--- config.mk ---
export PLATFORM = sky130hd
export DESIGN_NAME = wallace_mul_pipe_flat
export DESIGN_NICKNAME = d
export VERILOG_FILES = /design/src/rtl/wallace_mul_pipe_if.sv /design/src/rtl/wallace_mul_pipe.sv /design/src/flat_wrapper.sv
export SDC_FILE = /design/constraint.sdc
export NUM_CORES = 1
export LEC_CHECK = 0
export ABC_AREA = 1
export CORE_UTILIZATION = 45
export CTS_BUF_LIST = sky130_fd_sc_hd__clkbuf_4 sky130_fd_sc_hd__clkbuf_8
export DETAILED_ROUTE_END_ITERATION = 8
export PLACE_DENSITY = 0.72
export RECOVER_POWER = 50
export SLEW_MARGIN = 15
export SYNTH_ARGS = -nofsm -noshare
export SYNTH_HDL_FRONTEND = slang
export SYNTH_SLANG_ARGS = --single-unit
--- constraint.sdc ---
create_clock -name clk -period 5.3 [get_ports clk]
set_input_delay 1.59 -clock clk [delete_from_list [all_inputs] [get_ports clk]]
set_output_delay 1.59 -clock clk [all_outputs]
set_load 0.05 [all_outputs]
--- src/rtl/wallace_mul_pipe_if.sv ---
// Operand/result handshake bundle for wallace_mul_pipe.
// master drives operands and out_ready; slave is the multiplier.
interface wallace_mul_pipe_if #(
    parameter int unsigned WIDTH = 8
);
    logic                 in_valid;
    logic                 in_ready;
    logic [WIDTH-1:0]     in_a;
    logic [WIDTH-1:0]     in_b;
    logic                 in_signed;
    logic                 out_valid;
    logic                 out_ready;
    logic [2*WIDTH-1:0]   out_res;

    modport master (
        output in_valid, in_a, in_b, in_signed, out_ready,
        input  in_ready, out_valid, out_res
    );

    modport slave (
        input  in_valid, in_a, in_b, in_signed, out_ready,
        output in_ready, out_valid, out_res
    );
endinterface

--- src/rtl/wallace_mul_pipe.sv ---
// Three-stage pipelined Wallace-tree multiplier, WIDTH x WIDTH -> 2*WIDTH.
// S1 registers operands, S2 registers the reduced sum/carry rows,
// S3 registers the final carry-propagate addition. Signed mode uses
// Baugh-Wooley partial products so one tree serves both modes.
module wallace_mul_pipe #(
    parameter int unsigned WIDTH = 8
) (
    input  logic               clk,
    input  logic               rst_n,
    wallace_mul_pipe_if.slave  bus
);
    localparam int unsigned PW     = 2 * WIDTH;
    localparam int unsigned MAXH   = WIDTH + 2;
    localparam int unsigned LEVELS = 10;

    // Stage registers
    logic [WIDTH-1:0] r_a;
    logic [WIDTH-1:0] r_b;
    logic             r_sgn;
    logic             r_v1;
    logic [PW-1:0]    r_sum;
    logic [PW-1:0]    r_carry;
    logic             r_v2;
    logic [PW-1:0]    r_res;
    logic             r_v3;

    // Reduction tree working storage (columns of bits, per-column heights)
    logic [MAXH-1:0]  w_col  [PW];
    logic [MAXH-1:0]  w_nxt  [PW];
    int unsigned      w_h    [PW];
    int unsigned      w_nh   [PW];
    int unsigned      w_maxh;
    logic             w_pp;
    logic             w_x;
    logic             w_y;
    logic             w_z;
    logic [PW-1:0]    w_sum;
    logic [PW-1:0]    w_carry;
    logic             w_stall;

    assign w_stall       = r_v3 && !bus.out_ready;
    assign bus.in_ready  = !w_stall;
    assign bus.out_valid = r_v3;
    assign bus.out_res   = r_res;

    // Partial-product generation and greedy 3:2/2:2 column reduction to two rows.
    // The mode bit is pushed as the Baugh-Wooley constant bits so the tree
    // shape is identical in both modes (they contribute 0 when unsigned).
    always_comb begin
        for (int unsigned c = 0; c < PW; c++) begin
            w_col[c] = '0;
            w_nxt[c] = '0;
            w_h[c]   = 0;
            w_nh[c]  = 0;
        end
        w_maxh = 0;
        w_pp   = 1'b0;
        w_x    = 1'b0;
        w_y    = 1'b0;
        w_z    = 1'b0;

        for (int unsigned i = 0; i < WIDTH; i++) begin
            for (int unsigned j = 0; j < WIDTH; j++) begin
                w_pp = r_a[j] & r_b[i];
                if (r_sgn && ((i == WIDTH - 1) != (j == WIDTH - 1))) begin
                    w_pp = ~w_pp;
                end
                w_col[i+j][w_h[i+j]] = w_pp;
                w_h[i+j] = w_h[i+j] + 1;
            end
        end
        w_col[WIDTH][w_h[WIDTH]] = r_sgn;
        w_h[WIDTH] = w_h[WIDTH] + 1;
        w_col[PW-1][w_h[PW-1]] = r_sgn;
        w_h[PW-1] = w_h[PW-1] + 1;

        for (int unsigned lvl = 0; lvl < LEVELS; lvl++) begin
            w_maxh = 0;
            for (int unsigned c = 0; c < PW; c++) begin
                if (w_h[c] > w_maxh) begin
                    w_maxh = w_h[c];
                end
            end
            if (w_maxh > 2) begin
                for (int unsigned c = 0; c < PW; c++) begin
                    w_nxt[c] = '0;
                    w_nh[c]  = 0;
                end
                for (int unsigned c = 0; c < PW; c++) begin
                    for (int unsigned k = 0; k < MAXH; k += 3) begin
                        if (k + 2 < w_h[c]) begin
                            w_x = w_col[c][k];
                            w_y = w_col[c][k+1];
                            w_z = w_col[c][k+2];
                            w_nxt[c][w_nh[c]] = w_x ^ w_y ^ w_z;
                            w_nh[c] = w_nh[c] + 1;
                            if (c + 1 < PW) begin
                                w_nxt[c+1][w_nh[c+1]] = (w_x & w_y) | (w_x & w_z) | (w_y & w_z);
                                w_nh[c+1] = w_nh[c+1] + 1;
                            end
                        end else if (k + 1 < w_h[c]) begin
                            w_x = w_col[c][k];
                            w_y = w_col[c][k+1];
                            w_nxt[c][w_nh[c]] = w_x ^ w_y;
                            w_nh[c] = w_nh[c] + 1;
                            if (c + 1 < PW) begin
                                w_nxt[c+1][w_nh[c+1]] = w_x & w_y;
                                w_nh[c+1] = w_nh[c+1] + 1;
                            end
                        end else if (k < w_h[c]) begin
                            w_nxt[c][w_nh[c]] = w_col[c][k];
                            w_nh[c] = w_nh[c] + 1;
                        end
                    end
                end
                for (int unsigned c = 0; c < PW; c++) begin
                    w_col[c] = w_nxt[c];
                    w_h[c]   = w_nh[c];
                end
            end
        end

        for (int unsigned c = 0; c < PW; c++) begin
            w_sum[c]   = (w_h[c] > 0) ? w_col[c][0] : 1'b0;
            w_carry[c] = (w_h[c] > 1) ? w_col[c][1] : 1'b0;
        end
    end

    // Pipeline advance: all stages move together unless the output is stalled.
    always_ff @(posedge clk or negedge rst_n) begin
        if (!rst_n) begin
            r_a     <= '0;
            r_b     <= '0;
            r_sgn   <= 1'b0;
            r_v1    <= 1'b0;
            r_sum   <= '0;
            r_carry <= '0;
            r_v2    <= 1'b0;
            r_res   <= '0;
            r_v3    <= 1'b0;
        end else if (!w_stall) begin
            r_v1 <= bus.in_valid;
            if (bus.in_valid) begin
                r_a   <= bus.in_a;
                r_b   <= bus.in_b;
                r_sgn <= bus.in_signed;
            end
            r_v2 <= r_v1;
            if (r_v1) begin
                r_sum   <= w_sum;
                r_carry <= w_carry;
            end
            r_v3 <= r_v2;
            if (r_v2) begin
                r_res <= r_sum + r_carry;
            end
        end
    end
endmodule

--- src/flat_wrapper.sv ---
// flat-port wrapper written by rule: the top's interface ports become plain ports
module wallace_mul_pipe_flat 
#(
    parameter int unsigned WIDTH = 8
)
  (clk, rst_n, bus_in_valid, bus_in_a, bus_in_b, bus_in_signed, bus_out_ready, bus_in_ready, bus_out_valid, bus_out_res);
  wallace_mul_pipe_if #(.WIDTH(WIDTH)) bus_i ();
  input  logic clk;
  input  logic rst_n;
  input wire logic [$bits(bus_i.in_valid)-1:0] bus_in_valid;
  input wire logic [$bits(bus_i.in_a)-1:0] bus_in_a;
  input wire logic [$bits(bus_i.in_b)-1:0] bus_in_b;
  input wire logic [$bits(bus_i.in_signed)-1:0] bus_in_signed;
  input wire logic [$bits(bus_i.out_ready)-1:0] bus_out_ready;
  output wire logic [$bits(bus_i.in_ready)-1:0] bus_in_ready;
  output wire logic [$bits(bus_i.out_valid)-1:0] bus_out_valid;
  output wire logic [$bits(bus_i.out_res)-1:0] bus_out_res;
  assign bus_i.in_valid = bus_in_valid;
  assign bus_i.in_a = bus_in_a;
  assign bus_i.in_b = bus_in_b;
  assign bus_i.in_signed = bus_in_signed;
  assign bus_i.out_ready = bus_out_ready;
  assign bus_in_ready = bus_i.in_ready;
  assign bus_out_valid = bus_i.out_valid;
  assign bus_out_res = bus_i.out_res;
  wallace_mul_pipe #(.WIDTH(WIDTH)) u_core (.clk(clk), .rst_n(rst_n), .bus(bus_i));
endmodule
==> results by group <==
Hold path
  – Hold path start: u_core.r_v2$_DFFE_PN0N_
  – Hold endpoint: u_core.bus.out_valid$_DFFE_PN0N_
  – Hold WC Path Type: reg -> reg
  – Hold depth: 2

Timing
  – Final min period: 4.78 ns
  – Period utilization: 0.902
  – Post-route setup slack: 0.521 ns
  – RSZ-0062 raised after global routing: no
  – Worst rel slew slack: -1.18
  – Final Slew Violations: 64
  – Clock Skew: 0.00615 ns
  – Hold Slack: 0.474 ns
  – Setup violators final: 0
  – Fmax: 209 MHz
  – Setup_tns: 0 ns
  – Fin. Hold Viols: 0
  – Tightest Pin Transition: 3.27 ns

Clock network
  – H-tree lvl count: 3
  – CTS tree: built
  – Post-CTS setup repair buffer count: 0
  – # resized after CTS: 0
  – CTS Buf Count: 9
  – Clock Path Buffers: 2
  – Sink Count: 63
  – Clock transition at the registers of the reported paths: 0.07 ns
  – Clk_lat worst skew: 0.34 ns
  – Post-CTS Hold Buffers: 0
  – Root Buffer: clkbuf_8

Final layout
  – Area Overhead vs Synth: 14.4%
  – Final Util: 0.534
  – Fin nets: 652
  – Antenna cells: 0
  – Share of cells above drive strength 1: 0.0479
  – Final Cell Area: 5240 um2

Critical path
  – Startpoint Class: primary input
  – Critical Path Max Stage Delay: 0.72 ns
  – CP startpoint: bus_out_ready
  – FF-to-FF End: u_core.r_carry[9]$_DFFE_PN0P_
  – Critical path buffers and inverters: 3
  – Reg-to-reg setup timing slack: 1.58 ns
  – Delay-heaviest family, CP: buffers and inverters
  – WP data required: 3.71 ns
  – Worst Path Max Fanout: 5
  – R2r worst-path depth: 10
  – Crit. End Element: primary output
  – Critical-path top delay cell: clkdlybuf4s50_1
  – RR Startpoint: u_core.r_sgn$_DFFE_PN0P_
  – CP arrival: 3.19 ns
  – Crit path cell chain: dlygate4sd3_1 -> nor2_1 -> inv_1 -> clkdlybuf4s50_1
  – WS Path Type: in -> out

Place
  – Area after DPL: 5030 um2
  – I/O Buffers: 38
  – HPWL Detailed: 6160 um
  – GP Congestion: 0.863
  – Dpl ws: 0.638 ns

Route
  – Routed Wire Length: 7870 um
  – Routed vias: 3269
  – Average wire per standard cell: 11.3 um
  – DRC: 0
  – First DRT Iteration DRCs: 133
  – Post-DR vias/cell: 4.69
  – Antenna viol nets, final: 0
  – First-pass DRT Iterations: 4

Pwr
  – Power per Cell Area: 667 nW/um2
  – Maximum vdd drop: 0.000280 V
  – Leakage: 0.00282 uW

Global route
  – First-pass GRT wire length: 14500 um
  – Largest net degree at the start of global routing: 64
  – Number of global-route vias before repair: 3236
  – Gr usage total: 0.176
  – Total global routing overflow: 0
  – Initial antenna violation count: 0

Floorplanning
  – Top Ports: 39
  – Die Span Y: 103 um
  – FP Rows: 36
  – DIE AREA: 10600 um2
  – Initial core utilization: 0.466
  – Core ar.: 9820 um2
  – Die width: 103 um

Synth
  – Ys async rst share: 1.00
  – Seq/Total Area, Yosys: 0.344
  – Synthesis-stage register bit count: 63
  – Top cell type's share of synthesized area: 0.344
  – Cell taking the most area after synthesis: dfrtp_1
  – Synth cell count leaders: 191 x nand2_1, 84 x inv_1, 63 x dfrtp_1, 38 x fa_1, 34 x ha_1
  – Synth Area per Inst: 8.59 um2
  – Most common cell in the netlist: nand2_1
  – Cells after Synth: 533
  – Net Count, Synth: 626
  – Main synth FF type: dfrtp_1
  – Yosys cell types: 24
  – Cell area after synthesis: 4580 um2
  – EDFF count, synth: 0
  – Count of yosys warnings during synthesis: 0
  – Synth area leaders: dfrtp_1 34%, fa_1 17%, nand2_1 16%, ha_1 9.3%, inv_1 6.9%

Run
  – Max-capacitance violation count: 1

Run status
  – Status: finished with violations
  – Failing checks: capacitance limit, slew limit
==> per-stage QoR <==
stage               power, uW  instances
floorplan                2480        533
detailed placement       3020        681
finish                   3490        697
global placement         2940        681
CTS                      3550        697
global route             3930        697
==> state kept, by name (all words and copies together), names as in the netlist <==
name,count
u_core.r_sum,16
u_core.r_carry,11
u_core.r_a,8
u_core.r_b,8
u_core.bus.out_res,16
u_core.r_v1,1
u_core.bus.out_valid,1
u_core.r_v2,1
u_core.r_sgn,1
==> worst max-delay path by stage <==
| stage | depth (start not counted) | slack, ns | to |
|---|---|---|---|
| floorplan | 2 | 1.82 | bus_in_ready |
| global placement | 4 | 0.64 | bus_in_ready |
| detailed placement | 4 | 0.64 | bus_in_ready |
| CTS | 4 | 0.64 | bus_in_ready |
| global route | 2 | 0.32 | u_core.r_carry[15]$_DFFE_PN0P_ |
| finish | 4 | 0.52 | bus_in_ready |
==> metal layers <==
layer,up-vias,part of all wire,global-route usage
met2,57,0.46,0.292
met5,-,0,0
met4,0,0.0094,0.0444
met3,12,0.036,0.0481
met1,1541,0.49,0.229
li1,1659,-,-
==> cells by family (layout without fill, tap and decap cells) <==
group	after synthesis	count (layout)	share of synthesized area
compound gates	25	25	0.0276
xor+xnor	19	19	0.0363
fa+ha+maj	72	72	0.259
buf+inv	111	142	0.0945
flops	63	63	0.344
mux	16	16	0.0393
simple gates	227	227	0.199
==> tightest hold or removal path, cell delays in order, from the launching register on <==
cell	delay (ns)
dfrtp_1	0.33
inv_1	0.06
nand2_1	0.06
==> power by group <==
group	switching [uW]	total [uW]	internal [uW]
clock network	191	505	314
registers	163	835	672
logic	1260	2150	894
total	1620	3490	1880
==> cell usage in the layout (no fill, tap or decap), types with 3 or more instances in the layout <==
cell type        netlist  final
a21oi_1                5      5
bufinv_16              0      3
clkbuf_8               0      9
clkdlybuf4s50_1        0     36
clkinv_4               0      3
dfrtp_1               63     63
fa_1                  38     38
ha_1                  34     34
inv_1                 84     85
mux2_1                 7      7
mux2_2                 9      9
nand2_1              191    192
nand3_1               15     15
nand3b_1               3      3
nor2_1                12     14
o21ai_0               19     19
xnor2_1                4      4
xor2_1                15     15
==> final cells by class <==
class / instances / area [um2]
fill: 952 / 4580
sequential: 63 / 1580
clock buffer: 9 / 124
timing repair buffer: 40 / 383
inverter: 86 / 323
tap: 133 / 166
multi-input combinational: 359 / 2550
clock inverter: 7 / 121
No activity file was read; power rests on OpenSTA's default activity.
